## config.mk

```make
export PLATFORM = sky130hd
export DESIGN_NAME = pellet_map_flat
export DESIGN_NICKNAME = d
export VERILOG_FILES = /design/src/rtl/pacman_pkg.sv /design/src/rtl/pellet_map_if.sv /design/src/rtl/pellet_init_rom.sv /design/src/rtl/pellet_map.sv /design/src/flat_wrapper.sv
export SDC_FILE = /design/constraint.sdc
export NUM_CORES = 2
export LEC_CHECK = 0
export CORE_AREA = 2 2 614 372
export DETAILED_ROUTE_END_ITERATION = 10
export DIE_AREA = 0 0 616 374
export SYNTH_ARGS = -nofsm -noshare
export SYNTH_HDL_FRONTEND = slang
export SYNTH_SLANG_ARGS = --single-unit
```

## constraint.sdc

```tcl
create_clock -name clk -period 26.3 [get_ports clk]
set_input_delay 5.26 -clock clk [delete_from_list [all_inputs] [get_ports clk]]
set_output_delay 5.26 -clock clk [all_outputs]
set_load 0.02 [all_outputs]
```

## src/rtl/pacman_pkg.sv

```systemverilog
// Shared maze constants, pellet encodings and tile-coordinate types for the
// playfield blocks.
package pacman_pkg;

    localparam int MAZE_COLS = 28;
    localparam int MAZE_ROWS = 31;

    localparam logic [1:0] PEL_NONE  = 2'd0;
    localparam logic [1:0] PEL_DOT   = 2'd1;
    localparam logic [1:0] PEL_POWER = 2'd2;

    typedef logic [4:0] tile_t;

    typedef enum logic {
        ST_FILL,
        ST_IDLE
    } fill_state_t;

    function automatic logic is_pellet(input logic [1:0] v);
        return (v == PEL_DOT) || (v == PEL_POWER);
    endfunction

    // Reserved code 3 is shown as an empty tile.
    function automatic logic [1:0] pel_visible(input logic [1:0] v);
        return is_pellet(v) ? v : PEL_NONE;
    endfunction

endpackage

```

## src/rtl/pellet_map_if.sv

```systemverilog
// CPU-side pellet bus: tile select, clear strobe, pellet read-back and eat events.
interface pellet_map_if;
    import pacman_pkg::*;

    tile_t      pellet_x;
    tile_t      pellet_y;
    logic       pellet_clear;
    logic [1:0] pellet_data;
    logic       eat_valid;
    logic [1:0] eat_type;

    modport master (
        output pellet_x, pellet_y, pellet_clear,
        input  pellet_data, eat_valid, eat_type
    );

    modport slave (
        input  pellet_x, pellet_y, pellet_clear,
        output pellet_data, eat_valid, eat_type
    );

endinterface

```

## src/rtl/pellet_init_rom.sv

```systemverilog
// Standard maze pellet layout ('.' dot, 'o' power pellet), linear index in,
// pellet type out one cycle later.
module pellet_init_rom
    import pacman_pkg::*;
#(
    parameter int AW = 10
) (
    input  logic          clk,
    input  logic [AW-1:0] addr,
    output logic [1:0]    pellet
);

    localparam int DEPTH = MAZE_COLS * MAZE_ROWS;

    localparam logic [0:MAZE_ROWS-1][8*MAZE_COLS-1:0] MAZE = {
        "############################",
        "#............##............#",
        "#.####.#####.##.#####.####.#",
        "#o####.#####.##.#####.####o#",
        "#.####.#####.##.#####.####.#",
        "#..........................#",
        "#.####.##.########.##.####.#",
        "#.####.##.########.##.####.#",
        "#......##....##....##......#",
        "######.##### ## #####.######",
        "     #.##### ## #####.#     ",
        "     #.##          ##.#     ",
        "     #.## ######## ##.#     ",
        "######.## #      # ##.######",
        "      .   #      #   .      ",
        "######.## #      # ##.######",
        "     #.## ######## ##.#     ",
        "     #.##          ##.#     ",
        "     #.## ######## ##.#     ",
        "######.## ######## ##.######",
        "#............##............#",
        "#.####.#####.##.#####.####.#",
        "#.####.#####.##.#####.####.#",
        "#o..##.......  .......##..o#",
        "###.##.##.########.##.##.###",
        "###.##.##.########.##.##.###",
        "#......##....##....##......#",
        "#.##########.##.##########.#",
        "#.##########.##.##########.#",
        "#..........................#",
        "############################"
    };

    logic [1:0] rom_tbl [DEPTH];

    genvar gi;
    generate
        for (gi = 0; gi < DEPTH; gi++) begin : g_tile
            localparam int ROW = gi / MAZE_COLS;
            localparam int COL = gi % MAZE_COLS;
            localparam logic [7:0] CH = MAZE[ROW][8*(MAZE_COLS-1-COL) +: 8];
            assign rom_tbl[gi] = (CH == "o") ? PEL_POWER :
                                 (CH == ".") ? PEL_DOT   : PEL_NONE;
        end
    endgenerate

    always_ff @(posedge clk) begin
        pellet <= rom_tbl[addr];
    end

endmodule

```

## src/rtl/pellet_map.sv

```systemverilog
// Maze pellet store with CPU clear/read port, renderer read port and ROM refill.
// Optional PELLET_FLASH_EN blanks power pellets on the video port while frame[3] = 1.
module pellet_map
    import pacman_pkg::*;
#(
    parameter int COLS  = MAZE_COLS,
    parameter int ROWS  = MAZE_ROWS,
    parameter int CNT_W = 10
) (
    input  logic             clk,
    input  logic             reset,
    pellet_map_if.slave      cpu,
    input  logic             refill,
    input  tile_t            vid_x,
    input  tile_t            vid_y,
    output logic [1:0]       vid_pellet,
    input  logic [5:0]       frame,
    output logic [CNT_W-1:0] remaining,
    output logic             busy
);

    localparam int DEPTH = COLS * ROWS;
    localparam int AW    = $clog2(DEPTH + 1);

    function automatic logic [AW-1:0] tile_addr(input tile_t x, input tile_t y);
        return AW'(y) * AW'(COLS) + AW'(x);
    endfunction

    fill_state_t      state_reg;
    logic [AW-1:0]    idx_reg;
    logic [AW-1:0]    wr_idx_reg;
    logic             wr_pend_reg;
    logic [1:0]       rom_q;
    logic [1:0]       ram [DEPTH];
    logic [1:0]       cpu_rd_reg;
    logic [1:0]       vid_rd_reg;
    logic             cpu_ok_reg;
    logic             vid_ok_reg;
    logic             clr_pend_reg;
    logic [AW-1:0]    clr_addr_reg;
    logic [CNT_W-1:0] remaining_reg;
    logic             eat_valid_reg;
    logic [1:0]       eat_type_reg;
    logic [1:0]       vid_show;

    logic [AW-1:0] cpu_addr;
    logic [AW-1:0] vid_addr;
    logic          cpu_in_range;
    logic          vid_in_range;
    logic          fill_we;
    logic          fill_done;
    logic          clr_issue;
    logic          clr_we;

    assign cpu_addr     = tile_addr(cpu.pellet_x, cpu.pellet_y);
    assign vid_addr     = tile_addr(vid_x, vid_y);
    assign cpu_in_range = (int'(cpu.pellet_x) < COLS) && (int'(cpu.pellet_y) < ROWS);
    assign vid_in_range = (int'(vid_x) < COLS) && (int'(vid_y) < ROWS);

    assign fill_we   = (state_reg == ST_FILL) && wr_pend_reg;
    assign fill_done = fill_we && (wr_idx_reg == AW'(DEPTH - 1));
    // Refill beats both a new clear and one already waiting on its RAM read.
    assign clr_issue = (state_reg == ST_IDLE) && cpu.pellet_clear && cpu_in_range && !refill;
    assign clr_we    = (state_reg == ST_IDLE) && clr_pend_reg && is_pellet(cpu_rd_reg) && !refill;

    pellet_init_rom #(.AW(AW)) u_rom (
        .clk    (clk),
        .addr   (idx_reg),
        .pellet (rom_q)
    );

    // The CPU read doubles as the clear lookup; forward the in-flight clear so
    // a repeated clear of the same tile sees it empty.
    always_ff @(posedge clk) begin
        if (fill_we) begin
            ram[wr_idx_reg] <= rom_q;
        end else if (clr_we) begin
            ram[clr_addr_reg] <= PEL_NONE;
        end
        cpu_rd_reg <= (clr_we && (clr_addr_reg == cpu_addr)) ? PEL_NONE : ram[cpu_addr];
        vid_rd_reg <= ram[vid_addr];
    end

    always_ff @(posedge clk) begin
        if (reset) begin
            state_reg     <= ST_FILL;
            idx_reg       <= '0;
            wr_idx_reg    <= '0;
            wr_pend_reg   <= 1'b0;
            cpu_ok_reg    <= 1'b0;
            vid_ok_reg    <= 1'b0;
            clr_pend_reg  <= 1'b0;
            clr_addr_reg  <= '0;
            remaining_reg <= '0;
            eat_valid_reg <= 1'b0;
            eat_type_reg  <= PEL_NONE;
        end else begin
            cpu_ok_reg    <= cpu_in_range;
            vid_ok_reg    <= vid_in_range;
            clr_pend_reg  <= clr_issue;
            clr_addr_reg  <= cpu_addr;
            eat_valid_reg <= clr_we;
            eat_type_reg  <= clr_we ? cpu_rd_reg : PEL_NONE;
            if (refill) begin
                state_reg     <= ST_FILL;
                idx_reg       <= '0;
                wr_pend_reg   <= 1'b0;
                remaining_reg <= '0;
            end else begin
                case (state_reg)
                    ST_FILL: begin
                        wr_pend_reg <= (idx_reg < AW'(DEPTH));
                        wr_idx_reg  <= idx_reg;
                        if (idx_reg < AW'(DEPTH)) begin
                            idx_reg <= idx_reg + 1'b1;
                        end
                        if (fill_we && is_pellet(rom_q)) begin
                            remaining_reg <= remaining_reg + 1'b1;
                        end
                        if (fill_done) begin
                            state_reg <= ST_IDLE;
                        end
                    end
                    ST_IDLE: begin
                        if (clr_we && (remaining_reg != '0)) begin
                            remaining_reg <= remaining_reg - 1'b1;
                        end
                    end
                    default: state_reg <= ST_FILL;
                endcase
            end
        end
    end

`ifdef PELLET_FLASH_EN
    logic flash_reg;
    logic unused_frame;
    assign unused_frame = ^{frame[5:4], frame[2:0]};

    always_ff @(posedge clk) begin
        if (reset) begin
            flash_reg <= 1'b0;
        end else begin
            flash_reg <= frame[3];
        end
    end

    assign vid_show = (flash_reg && (vid_rd_reg == PEL_POWER)) ? PEL_NONE : pel_visible(vid_rd_reg);
`else
    logic unused_frame;
    assign unused_frame = ^frame;
    assign vid_show     = pel_visible(vid_rd_reg);
`endif

    assign busy            = (state_reg == ST_FILL);
    assign cpu.pellet_data = (!busy && cpu_ok_reg) ? pel_visible(cpu_rd_reg) : PEL_NONE;
    assign vid_pellet      = (!busy && vid_ok_reg) ? vid_show : PEL_NONE;
    assign remaining       = remaining_reg;
    assign cpu.eat_valid   = eat_valid_reg;
    assign cpu.eat_type    = eat_type_reg;

endmodule
```

## src/flat_wrapper.sv

```systemverilog
// flat-port wrapper written by rule: the top's interface ports become plain ports
module pellet_map_flat import pacman_pkg::*;
#(
    parameter int COLS  = MAZE_COLS,
    parameter int ROWS  = MAZE_ROWS,
    parameter int CNT_W = 10
)
  (clk, reset, refill, vid_x, vid_y, vid_pellet, frame, remaining, busy, cpu_pellet_x, cpu_pellet_y, cpu_pellet_clear, cpu_pellet_data, cpu_eat_valid, cpu_eat_type);
  pellet_map_if cpu_i ();
  input  logic clk;
  input  logic reset;
  input  logic refill;
  input  tile_t vid_x;
  input  tile_t vid_y;
  output logic [1:0] vid_pellet;
  input  logic [5:0] frame;
  output logic [CNT_W-1:0] remaining;
  output logic busy;
  input wire logic [$bits(cpu_i.pellet_x)-1:0] cpu_pellet_x;
  input wire logic [$bits(cpu_i.pellet_y)-1:0] cpu_pellet_y;
  input wire logic [$bits(cpu_i.pellet_clear)-1:0] cpu_pellet_clear;
  output wire logic [$bits(cpu_i.pellet_data)-1:0] cpu_pellet_data;
  output wire logic [$bits(cpu_i.eat_valid)-1:0] cpu_eat_valid;
  output wire logic [$bits(cpu_i.eat_type)-1:0] cpu_eat_type;
  assign cpu_i.pellet_x = cpu_pellet_x;
  assign cpu_i.pellet_y = cpu_pellet_y;
  assign cpu_i.pellet_clear = cpu_pellet_clear;
  assign cpu_pellet_data = cpu_i.pellet_data;
  assign cpu_eat_valid = cpu_i.eat_valid;
  assign cpu_eat_type = cpu_i.eat_type;
  pellet_map #(.COLS(COLS), .ROWS(ROWS), .CNT_W(CNT_W)) u_core (.clk(clk), .reset(reset), .cpu(cpu_i), .refill(refill), .vid_x(vid_x), .vid_y(vid_y), .vid_pellet(vid_pellet), .frame(frame), .remaining(remaining), .busy(busy));
endmodule
```

# Yosys cells after proc, flatten, opt, wreduce, memory -nomap -nowiden

Memory sizes are Yosys's and may differ from the RTL's. A register that Yosys moved wholly into a read port is not among the register bits.
Cells that the tools add are included.

Flip-flop bits (word level): 48
Bits in writable memories: 1736
ROM bits: 2048
Input port bits: 30
Output and inout port bits: 18
Logic and storage cells: 82
Memories: 2

Add/sub/neg operators: 5
Multipliers: 2
Magnitude comparators: 5
Equal/unequal tests: 10
Muxes and demuxes: 17
Bitwise operators: 4
Reductions and logical operators: 26

Memories:

| name            | depth | bits a word | rd ports | clocked after Yosys merged registers in | wr ports | line                  | text |
|---|---|---|---|---|---|---|---|
| (no name shown) | 1024  | 2           | 1        | 1                                       | 0        | pellet_init_rom.sv:63 | `pellet <= rom_tbl[addr];` |
| u_core.ram      | 868   | 2           | 2        | 2                                       | 1        | pellet_map.sv:34      | `logic [1:0] ram [DEPTH];` |

Operator list:

| kind                                                   | count |
|---|---|
| 2-to-1 mux 10 bit                                      | 3 |
| adder 10 x 1 -> 10 bit (second input constant)         | 2 |
| adder 10 x 5 -> 10 bit                                 | 2 |
| < comparator 5 bit (second input constant)             | 4 |
| one-hot mux 10 bit (2 select lines)                    | 1 |
| multiplier 5 x 3 -> 8 bit (second input constant)      | 2 |
| logical AND 1 bit                                      | 15 |
| NOT 10 -> 11 bit                                       | 1 |
| equality test 10 bit                                   | 1 |
| equality test 10 bit (second input constant)           | 1 |
| < comparator 10 bit (second input constant)            | 1 |
| 2-to-1 mux 2 bit                                       | 5 |
| nonzero test 10 bit                                    | 1 |
| subtractor 10 x 1 -> 10 bit (second input constant)    | 1 |
| 2-to-1 mux 1 bit                                       | 8 |
| equality test 2 x 1 -> 1 bit (second input constant)   | 3 |
| equality test 2 bit (second input constant)            | 3 |
| AND reduction 2 bit                                    | 3 |
| OR reduction 2 bit                                     | 3 |
| logical OR 1 bit                                       | 3 |
| NOT 1 bit                                              | 3 |
| inequality test 2 x 1 -> 1 bit (second input constant) | 1 |
| inequality test 2 bit (second input constant)          | 1 |
| zero test 1 bit                                        | 1 |

# Depth between registers and ports, before layout

Word-level depth: 9
Gate-level depth with buffers: 20
Depth with buffers taken out: 14

# Hierarchy

Synthesis repeated with hierarchy kept, for this count alone.

Cells, all modules: 5399
Area, all modules: 89344.4 um2

Modules (own cells, without submodules):

| module          | instances | cells an instance | area an instance (um2) | sequential area each (um2) |
|---|---|---|---|---|
| pellet_map      | 1         | 5227              | 88155.8                | 53171.0 |
| pellet_init_rom | 1         | 172               | 1188.6                 | 40.0 |

# Worst setup path after synthesis

Ideal clock, no wire load.

Path kind: input -> register
From: in refill
To: mem u_core.ram[0][1], data pin
Setup time: 2.464 ns
Arrival: 16.559 ns
Path slack: 7.277 ns
Cell stages on the path: 3
Buffers on the path: 1
Cell sequence: or4b_2 -> clkbuf_1 -> and2_1

Longest elaborated chain between the ends: 7

RTL lines:

| what                                   | line               | text |
|---|---|---|
| start, declared                        | flat_wrapper.sv:12 | `input logic refill;` |
| zero test 1 bit                        | pellet_map.sv:64   | `assign clr_we = (state_reg == ST_IDLE) && clr_pend_reg && is_pellet(cpu_rd_reg) && !refill;` |
| logical AND 1 bit                      | pellet_map.sv:64   |  |
| 2-to-1 mux 1 bit                       | pellet_map.sv:77   | `end else if (clr_we) begin` |
| 2-to-1 mux 1 bit                       | pellet_map.sv:75   | `if (fill_we) begin` |
| 2-to-1 mux 1 bit (implied by the code) | pellet_map.sv:78   | `ram[clr_addr_reg] <= PEL_NONE;` |
| OR reduction 2 bit (no source line)    | n/a                |  |
| 2-to-1 mux 2 bit (no source line)      | n/a                |  |
| end, declared                          | pellet_map.sv:34   |  |

No other way between the ends.

# Worst setup path after layout

From: in vid_y[2]
To: reg u_core.vid_rd_reg[0], read port of u_core.ram

Longest elaborated chain between the ends: 2

RTL lines:

| what                      | line               | text |
|---|---|---|
| start, declared           | flat_wrapper.sv:14 | `input tile_t vid_y;` |
| multiplier 5 x 3 -> 8 bit | pellet_map.sv:26   | `return AW'(y) * AW'(COLS) + AW'(x);` |
| adder 10 x 5 -> 10 bit    | pellet_map.sv:26   |  |
| end, declared             | pellet_map.sv:36   | `logic [1:0] vid_rd_reg;` |

No other way between the ends.
A chain may end at the register's enable or synchronous reset.

==> key figures <==
Run status
  • Status: finished clean

Die
  • Initial Utilization: 0.399
  • Io pins: 48
  • DIE AREA: 230000 um^2
  • Die Ht: 374 um
  • Core Box Area: 224000 um^2
  • Cell Rows: 135
  • DIE WIDTH: 616 um

Job
  • Max Cap Viol: 0

Yosys
  • Seq/Total Area, Yosys: 0.594
  • Cell variety after synth: 81
  • Commonest cells in the netlist: edfxtp_1, nor2_1, mux4_2, nand2_1, clkbuf_1
  • Yosys reg bits: 1790
  • Synth top area cells: edfxtp_1, mux4_2, nor2_1
  • Synth Net Count: 5694
  • Mapped cell area: 89600 um^2
  • Yosys top cell area share: 0.582
  • Post-synth EDFFs: 1736
  • Fraction of registers with async set/reset: 0
  • Post-synth top flop: edfxtp_1
  • Synth area leader: edfxtp_1
  • Post-Synthesis Cells: 5611
  • Syn. warnings: 0
  • Top-count cell post-synth: edfxtp_1
  • Syn Area/Cell: 16.0 um^2

STA
  • Period Utilization, post-route: 0.414
  • Worst-margin pin slew: 1.34 ns
  • Final count of hold timing violations: 0
  • Slew margin rel.: 0.105
  • Clock Skew: 0.0746 ns
  • RSZ-0062 raised after global routing: no
  • Final Max Tran Viols: 0
  • F_max: 0.0919 GHz
  • Setup_tns: 0 ns
  • Final setup violation count: 0
  • Post-layout min period: 10.88 ns

Power
  • Net Sw Frac: 0.297
  • P per Cell Area: 70.6 nW/um^2
  • Pint: 4.90 mW
  • Flop pwr share: 0.444
  • P_leak: 32.0 nW
  • Max VDD drop: 61.3 uV
  • Clock power frac: 0.371
  • Gate power share: 0.185
  • Net Switching: 2.07 mW

Worst setup path
  • Worst R2R Start: u_core.cpu_rd_reg[0]$_SDFF_PP0_
  • Critical Path Start Type: input pin
  • Critical Path AT: 11.60 ns
  • WP buf/inv: 3
  • Worst Path Max Fanout: 22
  • Slowest CP cell: mux2i_1
  • Data required, critical path: 27.02 ns
  • CP top delay family: multiplexers
  • Critical Path Start: vid_y[2]
  • Critical Path Max Stage Delay: 1.02 ns
  • Most used cell, CP: mux2i_1
  • CP cell instances: clkdlybuf4s50_1 -> fa_1 -> ha_1 -> ha_1 -> nor2b_1 -> o21ai_0 -> xnor2_2 -> buf_4 -> buf_4 -> mux2i_1 -> mux2i_1 -> a32o_1 -> a311oi_1 -> mux2_2 -> mux2i_1
  • Critical path type: input pin to flip-flop
  • CP Capture Type: flip-flop

CTS
  • Hold-fix buffers, CTS: 0
  • TritonCTS sink count: 1790
  • Total CTS buffers: 178
  • CTS HTree Levels: 4
  • Clock transition at path regs: 0.06 ns
  • Worst skew pair latency: 0.88 ns
  • Clk root buf: clkbuf_16
  • Clk buf depth: 4
  • PostCTS Resize Cnt: 0
  • CTS tree: yes
  • Post-CTS Setup Inserts: 0

Place
  • Post-DP HPWL: 173000 um
  • Buffers on Ports: 41
  • Routability cong.: 0.848

Routing
  • Via/cell ratio: 6.56
  • Via count: 56739
  • Residual DRC: 0
  • Routed len/inst: 33.4 um
  • Drt total wl: 289000 um
  • Initial drt markers: 8958
  • Remaining antenna violation count: 0
  • TritonRoute pass-1 iters: 5

Final layout
  • Nets: 5577
  • Final core utilization: 0.440
  • Multi-input combinational cell area: 34100 um^2
  • Reg with most FFs: u_core.ram
  • Register area: 53200 um^2
  • Final-layout fill cell count: 19477
  • Area Overhead vs Synth: 10.2%
  • Layout cell share with drive strength beyond 1: 0.261
  • Max FFs per register: 1736

GRT
  • Initial antenna violation count: 16
  • Total track usage: 0.247
  • Vias in the first global route: 54779
  • First-pass GRT wire length: 411000 um
  • Pin count of the biggest net entering global routing: 209
  • Grt total ovfl: 0

Hold path
  • Hold Startpoint: u_core.wr_idx_reg[4]$_SDFFE_PP0P_
  • Hold WC Path Type: flip-flop to flip-flop
-- stage by stage --
step | total power [mW] | hold slack (ns) | setup WS, ns | instances | instance area (um^2)
after global placement | 4.39 | 0.459 | 14.52 | 8328 | 93100
final | 6.97 | 0.486 | 15.42 | 8647 | 98700
after detailed placement | 4.39 | 0.475 | 14.49 | 8328 | 93100
after floorplan | 3.82 | 0.444 | 7.28 | 5611 | 89600
after CTS | 6.95 | 0.483 | 15.35 | 8638 | 98700
after global routing | 7.12 | 0.511 | 14.94 | 8638 | 98700
-- cell type report --
class	count	share of cell area
timing repair buffer	204	0.0181
clock buffer	209	0.0469
multi-input combinational	3274	0.346
clock inverter	101	0.0101
tap	3014	0.0382
sequential	1790	0.539
antenna	9	0.000228
inverter	46	0.00176
-- layer usage --
layer / track usage / part of all wire / vias to the layer above
met5: 0 / 0.00034 / -
met4: 0.0693 / 0.030 / 14
met3: 0.0940 / 0.15 / 537
met2: 0.341 / 0.42 / 4031
met1: 0.363 / 0.40 / 29894
li1: - / - / 22263
-- cell usage in the layout (no fill, tap or decap), drive strengths merged, types with 8 or more instances in the layout --
master         count
nand2            434
nand4             94
o22ai             10
mux4             962
nor4              16
inv               56
a21oi             64
dfxtp             54
clkinvlp           8
a22oi             11
nor2b             15
o2111ai            8
buf              168
a211oi            20
xor2              11
a2111oi           18
a41oi             12
a31oi             39
fa                13
o21ai             40
mux2i            114
clkdlybuf4s50     36
and4              14
ha                40
and2              19
and3              13
a221oi            15
diode              9
clkbuf           209
bufinv            18
nor2             980
xnor2             33
nand2b            13
edfxtp          1736
nor3              67
nand3             74
or4               12
clkinv            65
-- power by group through the flow --
stage	clock network, mW	registers, mW	logic [mW]
after detailed placement	0	3.16	1.24
after floorplan	0	3.15	0.671
after CTS	2.61	3.09	1.24
final	2.59	3.09	1.29
after global placement	0	3.16	1.24
after global routing	2.72	3.09	1.31
-- worst paths after layout --
| check | slack (ns) | depth (start not counted) | to |
|---|---|---|---|
| setup / recovery | 15.42 | 15 | u_core.vid_rd_reg[0]$_DFF_P_ |
| hold / removal | 0.49 | 2 | u_core.wr_idx_reg[4]$_SDFFE_PP0P_ |
| setup reg to reg | 21.08 | 7 | u_core.ram[525][1]$_DFFE_PP_ |
| hold reg to reg | 0.49 | 2 | u_core.wr_idx_reg[4]$_SDFFE_PP0P_ |
-- cell families (layout without fill, tap and decap cells) --
group | Yosys count | count (layout) | synth area share
and+or+nand+nor | 1784 | 1784 | 0.0843
other | 0 | 9 | 0
DFF | 1790 | 1790 | 0.594
adders and majority gates | 53 | 53 | 0.00849
muxes | 1082 | 1082 | 0.255
xor gates and xnor gates | 46 | 46 | 0.00531
AOI/OAI and AO/OA | 309 | 309 | 0.0241
buffers and inverters | 547 | 560 | 0.0281
-- worst reg2reg max path, cell delays in order (launching register included) --
cell     delay, ns
dfxtp_1       0.54
inv_1         0.12
ha_1          0.36
or4b_2        0.42
and2_4        0.77
buf_4         0.79
buf_4         0.91
buf_4         0.85
No activity file was read; power rests on OpenSTA's default activity.
